[config.mk]
export PLATFORM = sky130hd
export DESIGN_NAME = axil_protocol_monitor
export DESIGN_NICKNAME = d
export VERILOG_FILES = /design/src/rtl/axil_mon_pkg.sv /design/src/rtl/axil_mon_chan.sv /design/src/rtl/axil_protocol_monitor.sv
export SDC_FILE = /design/constraint.sdc
export NUM_CORES = 1
export LEC_CHECK = 0
export ABC_AREA = 1
export BUFFER_PORTS_ARGS = -buffer_cell sky130_fd_sc_hd__buf_4
export CAP_MARGIN = 20
export CORE_MARGIN = 4
export CORE_UTILIZATION = 50
export CTS_BUF_LIST = sky130_fd_sc_hd__clkbuf_4
export CTS_CLUSTER_DIAMETER = 30
export DETAILED_ROUTE_END_ITERATION = 16
export HOLD_SLACK_MARGIN = 0.1
export PLACE_DENSITY = 0.84
export SLEW_MARGIN = 30
export SYNTH_ARGS = -nofsm -noshare
export SYNTH_HDL_FRONTEND = slang
export SYNTH_SLANG_ARGS = --single-unit
[constraint.sdc]
create_clock -name clk -period 6.5 [get_ports clk]
set_clock_uncertainty 0.15 [all_clocks]
set_input_delay 0 -clock clk [delete_from_list [all_inputs] [get_ports clk]]
set_output_delay 0 -clock clk [all_outputs]
set_load 0.02 [all_outputs]
[src/rtl/axil_mon_pkg.sv]
// axil_mon_pkg
//   Shared definitions for the AXI4-lite protocol monitor: error bit
//   indices, the sticky error vector type and a lowest-set-bit helper
//   used to record the first error since the last clear.
package axil_mon_pkg;

  localparam int ERR_AW_UNSTABLE   = 0;
  localparam int ERR_W_UNSTABLE    = 1;
  localparam int ERR_AR_UNSTABLE   = 2;
  localparam int ERR_AW_TIMEOUT    = 3;
  localparam int ERR_W_TIMEOUT     = 4;
  localparam int ERR_AR_TIMEOUT    = 5;
  localparam int ERR_B_TIMEOUT     = 6;
  localparam int ERR_R_TIMEOUT     = 7;
  localparam int ERR_B_ORPHAN      = 8;
  localparam int ERR_R_ORPHAN      = 9;
  localparam int ERR_OUTST_OVF     = 10;
  localparam int ERR_RESP_UNSTABLE = 11;
  localparam int ERR_N             = 12;

  typedef logic [ERR_N-1:0] err_vec_t;

  // Index of the lowest set bit; 0 when nothing is set.
  function automatic logic [3:0] lowest_set(input err_vec_t v);
    logic [3:0] idx;
    idx = '0;
    for (int i = ERR_N - 1; i >= 0; i--) begin
      if (v[i]) idx = 4'(i);
    end
    return idx;
  endfunction

endpackage

[src/rtl/axil_mon_chan.sv]
// axil_mon_chan
//   Per-channel checker for one valid/ready channel: flags a payload or
//   valid change while the channel is stalled, and flags a stall that
//   lasts TIMEOUT cycles (once per stall).
// Ports
//   clk_i, rst_i   clock, asynchronous active-high reset
//   valid_i        channel valid
//   ready_i        channel ready
//   payload_i      channel payload that must stay stable while stalled
//   unstable_o     combinational: stalled last cycle and valid dropped or
//                  payload changed this cycle
//   timeout_o      combinational: this edge takes the stall count to TIMEOUT
module axil_mon_chan #(
  parameter int PAY_W   = 1,
  parameter int TIMEOUT = 16
) (
  input  logic             clk_i,
  input  logic             rst_i,
  input  logic             valid_i,
  input  logic             ready_i,
  input  logic [PAY_W-1:0] payload_i,
  output logic             unstable_o,
  output logic             timeout_o
);

  localparam int CW = $clog2(TIMEOUT + 1);
  localparam logic [CW-1:0] TO_VAL = CW'(TIMEOUT);
  localparam logic [CW-1:0] TO_M1  = CW'(TIMEOUT - 1);

  logic             stall;
  logic             hold_q, hold_d;
  logic [PAY_W-1:0] pay_q, pay_d;
  logic [CW-1:0]    cnt_q, cnt_d;

  assign stall  = valid_i & ~ready_i;
  assign hold_d = stall;
  assign pay_d  = payload_i;

  // Saturating stall counter; any non-stall cycle restarts it.
  always_comb begin
    cnt_d = '0;
    if (stall) begin
      if (cnt_q == TO_VAL) cnt_d = cnt_q;
      else                 cnt_d = cnt_q + 1'b1;
    end
  end

  always_ff @(posedge clk_i or posedge rst_i) begin
    if (rst_i) begin
      hold_q <= 1'b0;
      pay_q  <= '0;
      cnt_q  <= '0;
    end else begin
      hold_q <= hold_d;
      pay_q  <= pay_d;
      cnt_q  <= cnt_d;
    end
  end

  // pay_q is the payload seen on the cycle that set hold_q.
  assign unstable_o = hold_q & (~valid_i | (payload_i != pay_q));
  assign timeout_o  = stall & (cnt_q == TO_M1);

endmodule

[src/rtl/axil_protocol_monitor.sv]
// axil_protocol_monitor
//   Passive AXI4-lite protocol monitor. Samples all five channels, checks
//   handshake stability, stall timeouts, orphan responses and outstanding
//   depth, and reports violations in a sticky error vector with a
//   first-error index and an interrupt.
// Build option
//   AXIL_MON_STATS_EN  when defined, wr_cnt/rd_cnt/stall_cnt are saturating
//                      counters; otherwise the ports are tied to zero.
// Ports
//   clk, reset                     clock, asynchronous active-high reset
//   axi_aw*/w*/b*/ar*/r*           sampled AXI4-lite bus signals (inputs only)
//   err_clr                        clears err_vec and err_first_vld
//   err_vec                        sticky error bits (see axil_mon_pkg)
//   err_first, err_first_vld       first error index since last clear
//   err_irq                        registered OR of err_vec
//   wr_cnt, rd_cnt, stall_cnt      statistics (B handshakes, R handshakes,
//                                  cycles with any channel stalled)
module axil_protocol_monitor
  import axil_mon_pkg::*;
#(
  parameter int ADDR_W    = 32,
  parameter int DATA_W    = 32,
  parameter int TIMEOUT   = 16,
  parameter int MAX_OUTST = 4,
  parameter int CNT_W     = 16
) (
  input  logic                clk,
  input  logic                reset,
  input  logic                axi_awvalid,
  input  logic                axi_awready,
  input  logic [ADDR_W-1:0]   axi_awaddr,
  input  logic [2:0]          axi_awprot,
  input  logic                axi_wvalid,
  input  logic                axi_wready,
  input  logic [DATA_W-1:0]   axi_wdata,
  input  logic [DATA_W/8-1:0] axi_wstrb,
  input  logic                axi_bvalid,
  input  logic                axi_bready,
  input  logic                axi_arvalid,
  input  logic                axi_arready,
  input  logic [ADDR_W-1:0]   axi_araddr,
  input  logic [2:0]          axi_arprot,
  input  logic                axi_rvalid,
  input  logic                axi_rready,
  input  logic [DATA_W-1:0]   axi_rdata,
  input  logic                err_clr,
  output err_vec_t            err_vec,
  output logic [3:0]          err_first,
  output logic                err_first_vld,
  output logic                err_irq,
  output logic [CNT_W-1:0]    wr_cnt,
  output logic [CNT_W-1:0]    rd_cnt,
  output logic [CNT_W-1:0]    stall_cnt
);

  localparam int OW = $clog2(MAX_OUTST + 1);
  localparam logic [OW-1:0] OUTST_MAX = OW'(MAX_OUTST);

  logic aw_unst, w_unst, ar_unst, b_unst, r_unst;
  logic aw_to, w_to, ar_to, b_to, r_to;

  axil_mon_chan #(.PAY_W(ADDR_W + 3), .TIMEOUT(TIMEOUT)) u_aw (
    .clk_i      (clk),
    .rst_i      (reset),
    .valid_i    (axi_awvalid),
    .ready_i    (axi_awready),
    .payload_i  ({axi_awprot, axi_awaddr}),
    .unstable_o (aw_unst),
    .timeout_o  (aw_to)
  );

  axil_mon_chan #(.PAY_W(DATA_W + DATA_W/8), .TIMEOUT(TIMEOUT)) u_w (
    .clk_i      (clk),
    .rst_i      (reset),
    .valid_i    (axi_wvalid),
    .ready_i    (axi_wready),
    .payload_i  ({axi_wstrb, axi_wdata}),
    .unstable_o (w_unst),
    .timeout_o  (w_to)
  );

  axil_mon_chan #(.PAY_W(ADDR_W + 3), .TIMEOUT(TIMEOUT)) u_ar (
    .clk_i      (clk),
    .rst_i      (reset),
    .valid_i    (axi_arvalid),
    .ready_i    (axi_arready),
    .payload_i  ({axi_arprot, axi_araddr}),
    .unstable_o (ar_unst),
    .timeout_o  (ar_to)
  );

  // B carries no monitored payload; only a dropped bvalid counts.
  axil_mon_chan #(.PAY_W(1), .TIMEOUT(TIMEOUT)) u_b (
    .clk_i      (clk),
    .rst_i      (reset),
    .valid_i    (axi_bvalid),
    .ready_i    (axi_bready),
    .payload_i  (1'b0),
    .unstable_o (b_unst),
    .timeout_o  (b_to)
  );

  axil_mon_chan #(.PAY_W(DATA_W), .TIMEOUT(TIMEOUT)) u_r (
    .clk_i      (clk),
    .rst_i      (reset),
    .valid_i    (axi_rvalid),
    .ready_i    (axi_rready),
    .payload_i  (axi_rdata),
    .unstable_o (r_unst),
    .timeout_o  (r_to)
  );

  logic aw_hs, b_hs, ar_hs, r_hs;
  assign aw_hs = axi_awvalid & axi_awready;
  assign b_hs  = axi_bvalid  & axi_bready;
  assign ar_hs = axi_arvalid & axi_arready;
  assign r_hs  = axi_rvalid  & axi_rready;

  logic [OW-1:0] wr_outst_q, wr_outst_d;
  logic [OW-1:0] rd_outst_q, rd_outst_d;

  // Request and response in the same cycle cancel; the count floors at 0
  // on an orphan response and holds at MAX_OUTST on overflow.
  always_comb begin
    wr_outst_d = wr_outst_q;
    if (aw_hs && !b_hs && (wr_outst_q != OUTST_MAX))
      wr_outst_d = wr_outst_q + 1'b1;
    else if (b_hs && !aw_hs && (wr_outst_q != '0))
      wr_outst_d = wr_outst_q - 1'b1;

    rd_outst_d = rd_outst_q;
    if (ar_hs && !r_hs && (rd_outst_q != OUTST_MAX))
      rd_outst_d = rd_outst_q + 1'b1;
    else if (r_hs && !ar_hs && (rd_outst_q != '0))
      rd_outst_d = rd_outst_q - 1'b1;
  end

  err_vec_t new_err;

  always_comb begin
    new_err                    = '0;
    new_err[ERR_AW_UNSTABLE]   = aw_unst;
    new_err[ERR_W_UNSTABLE]    = w_unst;
    new_err[ERR_AR_UNSTABLE]   = ar_unst;
    new_err[ERR_AW_TIMEOUT]    = aw_to;
    new_err[ERR_W_TIMEOUT]     = w_to;
    new_err[ERR_AR_TIMEOUT]    = ar_to;
    new_err[ERR_B_TIMEOUT]     = b_to;
    new_err[ERR_R_TIMEOUT]     = r_to;
    new_err[ERR_B_ORPHAN]      = b_hs & (wr_outst_q == '0);
    new_err[ERR_R_ORPHAN]      = r_hs & (rd_outst_q == '0);
    new_err[ERR_OUTST_OVF]     = (aw_hs & (wr_outst_q == OUTST_MAX)) |
                                 (ar_hs & (rd_outst_q == OUTST_MAX));
    new_err[ERR_RESP_UNSTABLE] = b_unst | r_unst;
  end

  err_vec_t   err_vec_q, err_vec_d;
  logic [3:0] err_first_q, err_first_d;
  logic       err_first_vld_q, err_first_vld_d;
  logic       err_irq_q, err_irq_d;
  logic       first_vld_kept;

  // A new error in the clear cycle survives the clear and may become
  // the new first error.
  always_comb begin
    err_vec_d       = (err_vec_q & ~{ERR_N{err_clr}}) | new_err;
    first_vld_kept  = err_first_vld_q & ~err_clr;
    err_first_d     = err_clr ? 4'd0 : err_first_q;
    err_first_vld_d = first_vld_kept;
    if (!first_vld_kept && (new_err != '0)) begin
      err_first_d     = lowest_set(new_err);
      err_first_vld_d = 1'b1;
    end
    err_irq_d = |err_vec_d;
  end

  always_ff @(posedge clk or posedge reset) begin
    if (reset) begin
      wr_outst_q      <= '0;
      rd_outst_q      <= '0;
      err_vec_q       <= '0;
      err_first_q     <= '0;
      err_first_vld_q <= 1'b0;
      err_irq_q       <= 1'b0;
    end else begin
      wr_outst_q      <= wr_outst_d;
      rd_outst_q      <= rd_outst_d;
      err_vec_q       <= err_vec_d;
      err_first_q     <= err_first_d;
      err_first_vld_q <= err_first_vld_d;
      err_irq_q       <= err_irq_d;
    end
  end

  assign err_vec       = err_vec_q;
  assign err_first     = err_first_q;
  assign err_first_vld = err_first_vld_q;
  assign err_irq       = err_irq_q;

`ifdef AXIL_MON_STATS_EN
  logic             any_stall;
  logic [CNT_W-1:0] wr_cnt_q, wr_cnt_d;
  logic [CNT_W-1:0] rd_cnt_q, rd_cnt_d;
  logic [CNT_W-1:0] stall_cnt_q, stall_cnt_d;

  assign any_stall = (axi_awvalid & ~axi_awready) | (axi_wvalid & ~axi_wready) |
                     (axi_bvalid  & ~axi_bready)  | (axi_arvalid & ~axi_arready) |
                     (axi_rvalid  & ~axi_rready);

  always_comb begin
    wr_cnt_d    = wr_cnt_q;
    rd_cnt_d    = rd_cnt_q;
    stall_cnt_d = stall_cnt_q;
    if (b_hs && (wr_cnt_q != '1))         wr_cnt_d    = wr_cnt_q + 1'b1;
    if (r_hs && (rd_cnt_q != '1))         rd_cnt_d    = rd_cnt_q + 1'b1;
    if (any_stall && (stall_cnt_q != '1)) stall_cnt_d = stall_cnt_q + 1'b1;
  end

  always_ff @(posedge clk or posedge reset) begin
    if (reset) begin
      wr_cnt_q    <= '0;
      rd_cnt_q    <= '0;
      stall_cnt_q <= '0;
    end else begin
      wr_cnt_q    <= wr_cnt_d;
      rd_cnt_q    <= rd_cnt_d;
      stall_cnt_q <= stall_cnt_d;
    end
  end

  assign wr_cnt    = wr_cnt_q;
  assign rd_cnt    = rd_cnt_q;
  assign stall_cnt = stall_cnt_q;
`else
  assign wr_cnt    = '0;
  assign rd_cnt    = '0;
  assign stall_cnt = '0;
`endif

endmodule

==> results of run 1 <==
## kinds of logic after synthesis
kind of cell               Yosys count  share of synthesized area, %
and+or+nand+nor                    320                          16.5
adders and majority gates           17                          2.69
buffers and inverters              189                          10.6
xor gates and xnor gates            65                          6.72
muxes                                3                         0.399
DFF                                192                          56.7
other                                1                        0.0442
AOI/OAI and AO/OA                   86                          6.35
## stage by stage
stage	hold slack, ps	utilization, %	setup WS, ps	area [µm²]	cells
after detailed placement	-30.8	59.3	4260	9840	1260
after global placement	-31.5	59.3	4330	9830	1260
after floorplan	-119	-	1120	8650	920
## Yosys cell counts (all sizes together)
cell type	count
o2111ai	2
fa	2
nor3b	5
buf	49
o31ai	2
a221oi	4
xnor2	46
nand3b	2
nor4	8
or2	4
nor2	61
nand2	174
a211oi	3
and3	1
nor3	8
clkinv	1
a21boi	3
o21ai	40
ha	15
o21bai	1
a31oi	1
o2111a	1
a21oi	11
nand3	39
o22ai	17
xor2	19
conb	1
nand4	18
inv	139
mux2	3
a22o	1
dfrtp	192
==> qor.csv, run 1 <==
metric;value;unit
outcome;did not finish;
num_io_pins;217;
stop_stage;4_1_cts;
clockBufferDepth;2;
fp-row-count;47;
synth_top_cell_area_share;56.7;%
synth_area_leaders;dfrtp_1, nand2_1, inv_1;
postSynthCellCount;873;
dieWidth;138;µm
netlist_area;8480;µm²
cts_sinks;192;
initial_core_util;51.1;%
io_buffers;168;
ys_ff_latch;192;
synth_cell_types;42;
cts-root-buf;clkbuf_4;
postCtsHoldBufs;260;
cts_resized;0;
htree_levels;4;
postCtsSetupRepairBufs;0;
error_message;[ERROR RSZ-0060] Max buffer count reached.;
yosysSeqAreaShare;56.7;%
hpwl;13500;µm
gp_congestion;0.818;
synth_area_leader_cell;dfrtp_1;
postSynthAreaPerCell;9.71;µm²
cts_buffers;17;
yosys_warnings;0;
die_h;138;µm
==> run 2: changes to the inputs <==
Settings changed: CORE_UTILIZATION 50 to 35, CTS_BUF_LIST sky130_fd_sc_hd__clkbuf_4 to default, CTS_CLUSTER_DIAMETER 30 to default, HOLD_SLACK_MARGIN 0.1 to default, PLACE_DENSITY 0.84 to default, PLACE_DENSITY_LB_ADDON from default to 0.15.
==> run 2 against run 1 <==
  * The flow now finishes without violations
  * Synthesized cell count unchanged
  * Synthesized area unchanged
==> qor.csv, run 2 <==
metric;value;unit;change
r2r_start;u_w.pay_q[23];;
final_common_cell;dfrtp_1;;
p_per_area;238;nW/µm²;
period_minus_slack;2220;ps;
yosysMostFrequentCell;dfrtp_1;;
wl_per_cell;12.3;µm;
nets;1381;;
die_h;164;µm;+18%
clockBufferDepth;2;;unchanged
initialDrtViolationCount;258;;
hold_depth;4;;
p_leak;5.97;nW;
num_vias;6459;;
gr-usage-all-layers;14.6;%;
holdPathEnd;err_vec[7];;
htree_levels;4;;unchanged
postSynthAreaPerCell;9.71;µm²;unchanged
regArea;4800;µm²;
largest_reg_flops;36;;
synth_top_cell_area_share;56.7;%;unchanged
path_clk_slew;80;ps;
r2r-end;err_first[0];;
initial_core_util;35.9;%;-15 points
antenna_cells;0;;
multi_input_area;2950;µm²;
fin_crit_sh;34.1;%;
cts-root-buf;clkbuf_16;;
synth_cell_types;42;;unchanged
synthToLayoutAreaGrowth;42.9;%;
postSynthCellCount;873;;unchanged
arrival;2380;ps;
drc;0;;
netlist_top_cells_count;dfrtp_1, nand2_1, inv_1, nor2_1, buf_4;;
drv_slew;0;;
final_cell_mix;dfrtp_1, nand2_1, buf_4;;
registers.top_by_ff_count;u_w.pay_q;;
antenna_left;0;;
gp_congestion;0.766;;-6.3%
fp-row-count;56;;+19%
ys_ff_latch;192;;unchanged
io_buffers;168;;unchanged
fmax;451;MHz;
tightest_slew;657;ps;
vdd_drop_max;0.160;mV;
hpwl;13400;µm;-0.63%
ff2ff_setup_slack;4280;ps;
num_io_pins;217;;unchanged
die-area;26800;µm²;
postCtsSetupRepairBufs;0;;unchanged
finalSetupViolations;0;;
num-fill-cells;2163;;
cp_max_fo;5;;
grt_overflow;0;;
outcome;completed;;
drive_gt1_share;18.3;%;
antenna_found_initial;0;;
clk_latency;430;ps;
viasPerCell;4.18;;
hold_class;input pin to register;;
rr_worst_depth;14;;
synth_ff_type;dfrtp_1;;
setup_tns;0;ps;
grt_pass1_vias;6656;;
yosysSeqAreaShare;56.7;%;unchanged
worstSetupEndpointType;register;;
synth_area_leaders;dfrtp_1, nand2_1, inv_1;;
hold_viol;0;;
synth_area_leader_cell;dfrtp_1;;
crit_type;register to register;;
startpoint_type;register;;
cts_buffers;17;;unchanged
grt_max_degree;125;;
cts_tree;yes;;
grt_pass1_wl;31500;µm;
drt-total-wl;19100;µm;
maxSlewHeadroom;56.2;%;
min_from;err_clr;;
crit_required;6660;ps;
dieWidth;164;µm;+18%
rsz0062_at_grt;false;;
core;23600;µm²;
yosys_warnings;0;;unchanged
netlist_area;8480;µm²;unchanged
synth-edff-count;0;;unchanged
power;2.88;mW;
cts_sinks;192;;unchanged
postSynth.asyncResetShare;100;%;unchanged
first_pass_iters;5;;
cap_violations;0;;
top_regs;u_w.pay_q x36, u_ar.pay_q x35, u_aw.pay_q x35;;
## run 2: cell counts after synthesis
No cell type changed its count.
## run 2: per-layer routing
layer  wire length [µm]  track usage [%]  vias to the layer above
met5                  0                0                        -
met4                167             3.66                        0
met3               1240             3.96                       13
met2               8810             24.2                      162
met1               8860             19.0                     2935
li1                   -                -                     3349
## run 2: cell families (layout without fill, tap and decap cells)
| family | after synthesis | after routing | share of synthesized area, % |
|---|---|---|---|
| muxes | 3 | 3 | 0.399 |
| and+or+nand+nor | 320 | 320 | 16.5 |
| AOI/OAI and AO/OA | 86 | 86 | 6.35 |
| DFF | 192 | 192 | 56.7 |
| other | 1 | 48 | 0.0442 |
| xor gates and xnor gates | 65 | 65 | 6.72 |
| buffers and inverters | 189 | 495 | 10.6 |
| adders and majority gates | 17 | 17 | 2.69 |
## run 2: final cells by class
type | count | area share [%]
timing repair buffer | 323 | 23.2
inverter | 140 | 4.44
clock inverter | 13 | 1.36
multi-input combinational | 539 | 24.4
tap | 319 | 3.29
clock buffer | 19 | 3.66
sequential | 192 | 39.7
## run 2: worst max-delay path by stage
stage / start / end / slack [ps] / cells past startpoint
after floorplan: reset / err_first[0] / 1120 / 1
after global placement: u_r.pay_q[28] / err_first[0] / 4320 / 22
after detailed placement: u_r.pay_q[28] / err_first[0] / 4290 / 18
after CTS: u_r.pay_q[28] / err_first[0] / 4260 / 18
after global routing: u_r.pay_q[25] / err_first[0] / 4020 / 18
final: u_w.pay_q[23] / err_first[0] / 4280 / 14
## run 2: what timing repair did
action,4_1_cts,5_1_grt
gates resized for setup,0,0
endpoints found under the hold margin,308,0
setup endpoints to repair,0,0
hold buffers,154,0
## run 2: worst max-delay path: stages, from the launching register on
cell     delay [ps]
dfrtp_1         370
inv_1            70
o22ai_1          70
nor2_1          110
nand3_1          80
nor4_1          190
nand3_1         170
o21ai_2         290
nand2_2         130
nor2_4          120
nand3_2          80
nand2_2         110
nor2_1           50
nand2_1          60
nand2_1          40
## run 2: per-stage QoR
stage                     util, %  instances  worst slack, ps  hold slack (ps)  cell area [µm²]
after global routing         51.3       1545             4020             46.6            12100
after floorplan                 -        920             1120             -119             8650
after global placement       42.2       1359             4320            -30.9             9960
after CTS                    51.3       1545             4260             11.9            12100
final                        51.3       1545             4280             19.6            12100
after detailed placement     42.2       1359             4290            -30.9             9960
## run 2: report_power, final
part / leakage [nW] / internal, mW / total [mW] / switching, mW
Sequential: 2.32 / 1.27 / 1.33 / 0.0515
Clock: 0.297 / 0.595 / 1.09 / 0.491
Combinational: 3.36 / 0.236 / 0.470 / 0.234
No activity file was read; power rests on OpenSTA's default activity.
